<file path="src/rtl/mips_cpu_muldiv.sv">
// Iterative multiply/divide unit owning the HI/LO pair.
// Multiplies use one shift-add step per cycle. Divides use one restoring step per cycle.
// Signed operations run on magnitudes, and the sign fix-up happens in FIX.
// HI/LO then commit together.
module mips_cpu_muldiv #(
  parameter int WIDTH = 32
) (
  input  logic             clk,
  input  logic             reset,
  input  logic [WIDTH-1:0] a,
  input  logic [WIDTH-1:0] b,
  input  logic [2:0]       mult_op,
  input  logic             mt_hi,
  input  logic             write,
  output logic [WIDTH-1:0] hi,
  output logic [WIDTH-1:0] lo,
  output logic             busy,
  output logic             done
);

  localparam int CW = (WIDTH > 1) ? $clog2(WIDTH) : 1;

  typedef enum logic [1:0] {IDLE, CALC, FIX} state_e;
  typedef enum logic [2:0] {
    OP_NOP = 3'b000, OP_MULT = 3'b001, OP_MULTU = 3'b010, OP_DIV = 3'b011,
    OP_DIVU = 3'b100, OP_MT = 3'b101, OP_MFLO = 3'b110, OP_MFHI = 3'b111
  } op_e;

  state_e               state_q, state_d;
  logic [CW-1:0]        cnt_q, cnt_d;
  logic [2*WIDTH-1:0]   acc_q, acc_d;      // product, or {remainder, quotient}
  logic [WIDTH-1:0]     opnd_q, opnd_d;    // |multiplicand| or |divisor|
  logic                 is_div_q, is_div_d;
  logic                 neg_lo_q, neg_lo_d; // negate product / quotient
  logic                 neg_hi_q, neg_hi_d; // negate remainder
  logic                 div0_q, div0_d;
  logic [WIDTH-1:0]     hi_q, hi_d, lo_q, lo_d;
  logic                 done_q, done_d;

  logic                 accept, is_signed;
  logic [WIDTH-1:0]     a_abs, b_abs;
  logic [WIDTH:0]       mul_sum, div_shift, div_diff;
  logic [2*WIDTH-1:0]   prod_fix;

  assign accept    = write && (state_q == IDLE);
  assign is_signed = (mult_op == OP_MULT) || (mult_op == OP_DIV);
  assign a_abs     = (is_signed && a[WIDTH-1]) ? -a : a;
  assign b_abs     = (is_signed && b[WIDTH-1]) ? -b : b;

  // One multiply step and one divide step, computed from the current accumulator.
  always_comb begin
    mul_sum   = {1'b0, acc_q[2*WIDTH-1:WIDTH]} + (acc_q[0] ? {1'b0, opnd_q} : '0);
    div_shift = {acc_q[2*WIDTH-1:WIDTH], acc_q[WIDTH-1]};
    div_diff  = div_shift - {1'b0, opnd_q};
    prod_fix  = neg_lo_q ? -acc_q : acc_q;
  end

  // Next-state, datapath update and HI/LO commit.
  always_comb begin
    // NOTE: every variable gets a default first, so no path can leave one unassigned and infer a latch.
    state_d  = state_q;
    cnt_d    = cnt_q;
    acc_d    = acc_q;
    opnd_d   = opnd_q;
    is_div_d = is_div_q;
    neg_lo_d = neg_lo_q;
    neg_hi_d = neg_hi_q;
    div0_d   = div0_q;
    hi_d     = hi_q;
    lo_d     = lo_q;
    done_d   = 1'b0;

    unique case (state_q)
      IDLE: if (accept) begin
        unique case (mult_op)
          OP_MULT, OP_MULTU, OP_DIV, OP_DIVU: begin
            state_d  = CALC;
            cnt_d    = '0;
            acc_d    = {{WIDTH{1'b0}}, a_abs};
            opnd_d   = b_abs;
            is_div_d = (mult_op == OP_DIV) || (mult_op == OP_DIVU);
            neg_lo_d = is_signed && (a[WIDTH-1] ^ b[WIDTH-1]);
            neg_hi_d = is_signed && a[WIDTH-1];
            div0_d   = (b == '0);
          end
          OP_MT: begin
            if (mt_hi) hi_d = a;
            else       lo_d = a;
          end
          default: ;
        endcase
      end
      CALC: begin
        if (is_div_q) begin
          if (!div_diff[WIDTH]) acc_d = {div_diff[WIDTH-1:0], acc_q[WIDTH-2:0], 1'b1};
          else                  acc_d = {div_shift[WIDTH-1:0], acc_q[WIDTH-2:0], 1'b0};
        end else begin
          acc_d = {mul_sum, acc_q[WIDTH-1:1]};
        end
        cnt_d = cnt_q + 1'b1;
        if (cnt_q == CW'(WIDTH - 1)) state_d = FIX;
      end
      FIX: begin
        if (is_div_q) begin
          // A zero divisor yields all-ones quotient and the dividend as remainder.
          lo_d = div0_q ? {WIDTH{1'b1}}
                        : (neg_lo_q ? -acc_q[WIDTH-1:0] : acc_q[WIDTH-1:0]);
          hi_d = neg_hi_q ? -acc_q[2*WIDTH-1:WIDTH] : acc_q[2*WIDTH-1:WIDTH];
        end else begin
          hi_d = prod_fix[2*WIDTH-1:WIDTH];
          lo_d = prod_fix[WIDTH-1:0];
        end
        state_d = IDLE;
        done_d  = 1'b1;
      end
      default: state_d = IDLE;
    endcase
  end

  // State register; reset discards any in-flight operation.
  always_ff @(posedge clk or negedge reset) begin
    // NOTE: sequential state uses non-blocking assignments so all flops update from pre-edge values.
    if (!reset) begin
      state_q  <= IDLE;
      cnt_q    <= '0;
      acc_q    <= '0;
      opnd_q   <= '0;
      is_div_q <= 1'b0;
      neg_lo_q <= 1'b0;
      neg_hi_q <= 1'b0;
      div0_q   <= 1'b0;
      hi_q     <= '0;
      lo_q     <= '0;
      done_q   <= 1'b0;
    end else begin
      state_q  <= state_d;
      cnt_q    <= cnt_d;
      acc_q    <= acc_d;
      opnd_q   <= opnd_d;
      is_div_q <= is_div_d;
      neg_lo_q <= neg_lo_d;
      neg_hi_q <= neg_hi_d;
      div0_q   <= div0_d;
      hi_q     <= hi_d;
      lo_q     <= lo_d;
      done_q   <= done_d;
    end
  end

  assign hi   = hi_q;
  assign lo   = lo_q;
  assign busy = (state_q != IDLE);
  assign done = done_q;

endmodule

</file>
<file path="config.mk">
export PLATFORM = sky130hd
export DESIGN_NAME = mips_cpu_muldiv
export DESIGN_NICKNAME = d
export VERILOG_FILES = /design/src/rtl/mips_cpu_muldiv.sv
export SDC_FILE = /design/constraint.sdc
export NUM_CORES = 1
export LEC_CHECK = 0
export ABC_CLOCK_PERIOD_IN_PS = 4400
export CAP_MARGIN = 20
export CORE_MARGIN = 4
export CORE_UTILIZATION = 61
export DETAILED_ROUTE_END_ITERATION = 16
export DONT_BUFFER_PORTS = 1
export HOLD_SLACK_MARGIN = 0.06
export MAX_ROUTING_LAYER = met4
export PLACE_DENSITY = 0.84
export SKIP_CTS_REPAIR_TIMING = 1
export SYNTH_ARGS = -nofsm -noshare
export SYNTH_HDL_FRONTEND = slang
export SYNTH_SLANG_ARGS = --single-unit
</file>
<file path="constraint.sdc">
create_clock -name clk -period 4.4 [get_ports clk]
set_input_delay 0.66 -clock clk [delete_from_list [all_inputs] [get_ports clk]]
set_output_delay 0.66 -clock clk [all_outputs]
set_load 0.005 [all_outputs]
</file>
==> metrics, run 1 <==
syn nets=roughly 1900; met1 wire length=18.2 mm; Final period util=between 80% and 90%; DRC=0; Post-Syn Instances=~1800; Synth Cell Area=14500 µm²; Die W=around 160 µm; xor/xnor share of the synthesized area=between 10% and 20%; Sequential Area=~4300 µm²; IO Port Bufs=0; switching fraction of total power=around half; Net count, final=approximately 1900; Via density=6.81; Seq pwr share=between 20% and 30%; worst slew pin tran=about 1.1 ns; num rows=56; max layer used=met4; Pint=6.55 mW; core area=around 23000 µm²; dpl hpwl=between 30 and 40 mm; antenna violations before repair=0; Crit path top cell by count=a211oi_1; Root Buffer=clkbuf_16; Slowest cell on crit path=o211ai_4; Hold Fails Final Rpt=around 170; simple-gate portion of the synthesized area=17.2%; status=finished with violations; Yosys cell types=77; prevailing post-synth register cell=dfrtp_1; Ports=around 140; static leakage=6.41 nW; max_slew headroom=a little under a quarter; Seq/Total Area, Yosys=29.8%; 1st-iter DRT viols=approximately 1900; crit path capture type=register; first-pass GRT wire length=approximately 74 mm; clock tree from TritonCTS=yes; ratio of cells with drive above 1 in the final layout=roughly 5.8%; Synth Register Bits=around 170; FMAX=0.262 GHz; setup slack after layout=around 0.58 ns; vias in the first global route=~13000; max cap viols=0; number of flops mapped to enable cells by yosys=0; peak supply drop=509 µV; clock sink count=around 170; ant diodes=0; YS warnings=0; CP Cell Sequence=inv_1 -> ha_1 -> fa_1 -> nand2b_1 -> a21oi_1 -> o21ai_0 -> a211oi_1 -> o21a_1 -> o211ai_4 -> buf_4 -> a211oi_1 -> a221o_1; detailed-route wire length per cell=~23 µm; Clock Skew=approximately 0.020 ns; largest net degree at the start of global routing=173; Final Max Tran Viols=0; H-tree Lvls=4; Req. time, crit path=4.73 ns; most frequent cells after synthesis=o21ai_0, nand2_1, dfrtp_1; leading area contributor after synthesis=dfrtp_1; GP Congestion=slightly above 1; CP max FO=25; worst hold path class=in2async; clk_lat worst skew=0.45 ns; failing checks=negative hold slack; total power=13.3 mW; worst hold slack=-0.0986 ns; CP Class=reg2reg; top-count cell post-synth=o21ai_0; Data arrival, critical path=~4.1 ns; Finish-stage setup viols=0; adder-cell share of the synthesized area=6.34%; Fin Setup TNS=0 ns; post-synth top area share=between 20% and 30%; combinational share of power=between 60% and 70%; synth top area cells=dfrtp_1, o21ai_0, ha_1; mux cell area share after synthesis=6.06%; cell area after layout=about 15000 µm²; Clk pwr share=11.6%; pwr/cell area=869 nW/µm²; net switching power=between 6 and 7 mW; largest family of logic cells by synthesized area=compound AO/OA/AOI/OAI gates; grt total ovfl=0; Post-synth ARST share=100%; Setup WS pre-CTS=0.607 ns; TritonCTS buffer count=17; met2 wire len=around 22 mm; FILL cells=around 2000; Worst setup SP type=register; Pre-antenna DRT Iters=7; WL met3=between 5 and 6 mm; Die Y=between 150 and 200 µm; deepest clock path buffer count=2; min Tclk post-route=3.82 ns; full die area=between 20000 and 30000 µm²; vias=between 10000 and 15000; DP Area=around 15000 µm²; antenna viol nets, final=0; Compound-Gate Fraction of Synth Area=about a quarter; unrepaired setup endpoints after global routing=no; area delta synth->final=6.01%; footprint of the multi-input gates=between 9000 and 10000 µm²; total track usage=a little under two fifths; Avg Synthesized Cell Area=8.14 µm²; total wire length=around 47 mm; Clk pin slew, worst setup/hold paths=around 0.08 ns; initial core utilization=between 60% and 70%; max incr delay on CP=0.72 ns
## path summary, 6_finish.rpt
kind | slack [ns] | depth (start not counted) | end | start
min in group clk | 0.31 | 1 | div0_q | b[31]
hold reg to reg | 0.49 | 2 | opnd_q[4] | opnd_q[4]
setup / recovery | 0.58 | 12 | acc_q[49] | acc_q[31]
max in group asynchronous | 4.13 | 0 | acc_q[0] | reset
hold / removal | -0.1 | 0 | hi[9] | reset
setup reg to reg | 0.58 | 12 | acc_q[49] | acc_q[31]
## final cells by class
class                   count  share of cell area [%]
multi-input cells        1427                    62.1
flip-flops and latches    172                    28.1
clock buffers              17                    2.78
well taps                 319                    2.60
inverters                  70                    1.71
repair buffers             32                    1.57
clock inverters            15                    1.09
## placed cells by master, fill, tap and decap left out, types with 21 or more instances in the layout
master / Yosys / routed
a21oi_1: 129 / 129
or3_1: 21 / 21
a211oi_1: 30 / 29
nor2_1: 112 / 109
o22ai_1: 36 / 36
nand3_1: 45 / 44
inv_1: 70 / 70
o21ai_0: 179 / 179
o31ai_1: 24 / 24
a21o_1: 29 / 29
ha_1: 70 / 70
mux2i_1: 83 / 83
xnor2_1: 79 / 79
buf_4: 2 / 32
xor2_1: 87 / 87
nor3_1: 33 / 33
nand2_1: 176 / 176
dfrtp_1: 172 / 171
## cell families after synthesis
group,Yosys count
DFF,172
adders and majority gates,72
and+or+nand+nor,512
AOI/OAI and AO/OA,590
muxes,87
buffers and inverters,176
xor gates and xnor gates,166
## metal layers
layer	track usage (%)	vias to the layer above
met3	9.03	162
met1	45.0	6649
met5	-	-
met4	17.4	0
li1	-	6389
met2	57.4	776
## metrics by stage
| stage | utilization, % | instances |
|---|---|---|
| 6_report | 65.5 | 2052 |
| 4_1_cts | 65.5 | 2052 |
| 2_1_floorplan | - | 1775 |
| 3_5_place_dp | 62.9 | 2020 |
| 5_1_grt | 65.5 | 2052 |
| 3_3_place_gp | 62.9 | 2020 |
## registers in the layout (all words and copies together), names as in the netlist
name,count
hi,32
acc_q,64
cnt_q,5
is_div_q,1
lo,32
neg_lo_q,1
neg_hi_q,1
opnd_q,32
done,1
state_q,2
div0_q,1
## critical path, delay by kind of cell (launching register included)
kind | cells | cell delay (ns)
and+or+nand+nor | 1 | 0.16
buffers and inverters | 2 | 0.53
DFF | 1 | 0.41
adders and majority gates | 2 | 0.46
AOI/OAI and AO/OA | 7 | 2.14
## power by group through the flow
stage / Sequential (mW) / Clock, mW / Combinational (mW)
after floorplan: 2.77 / 0 / 6.67
after global placement: 3.12 / 0 / 8.19
after detailed placement: 3.16 / 0 / 8.37
after CTS: 3.13 / 1.55 / 8.42
after global routing: 3.25 / 1.62 / 9.44
final: 3.17 / 1.55 / 8.60
(Power assumes the default switching activity.)
==> run 2: changes to the inputs <==
--- a/config.mk
+++ b/config.mk
@@ -9,6 +9,7 @@
 export CAP_MARGIN = 20
 export CORE_MARGIN = 4
 export CORE_UTILIZATION = 61
+export CTS_CLUSTER_SIZE = 20
 export DETAILED_ROUTE_END_ITERATION = 16
 export DONT_BUFFER_PORTS = 1
 export HOLD_SLACK_MARGIN = 0.06
==> results of run 2 <==
The final DEF is identical to that of run 1; final timing and power are the same.
==> run 3: changes to the inputs <==
--- a/config.mk
+++ b/config.mk
@@ -15,7 +15,9 @@
 export HOLD_SLACK_MARGIN = 0.06
 export MAX_ROUTING_LAYER = met4
 export PLACE_DENSITY = 0.84
+export SETUP_SLACK_MARGIN = 0.02
 export SKIP_CTS_REPAIR_TIMING = 1
+export SKIP_LAST_GASP = 1
 export SYNTH_ARGS = -nofsm -noshare
 export SYNTH_HDL_FRONTEND = slang
 export SYNTH_SLANG_ARGS = --single-unit
==> results of run 3 <==
The final DEF is identical to that of run 1; final timing and power are the same.
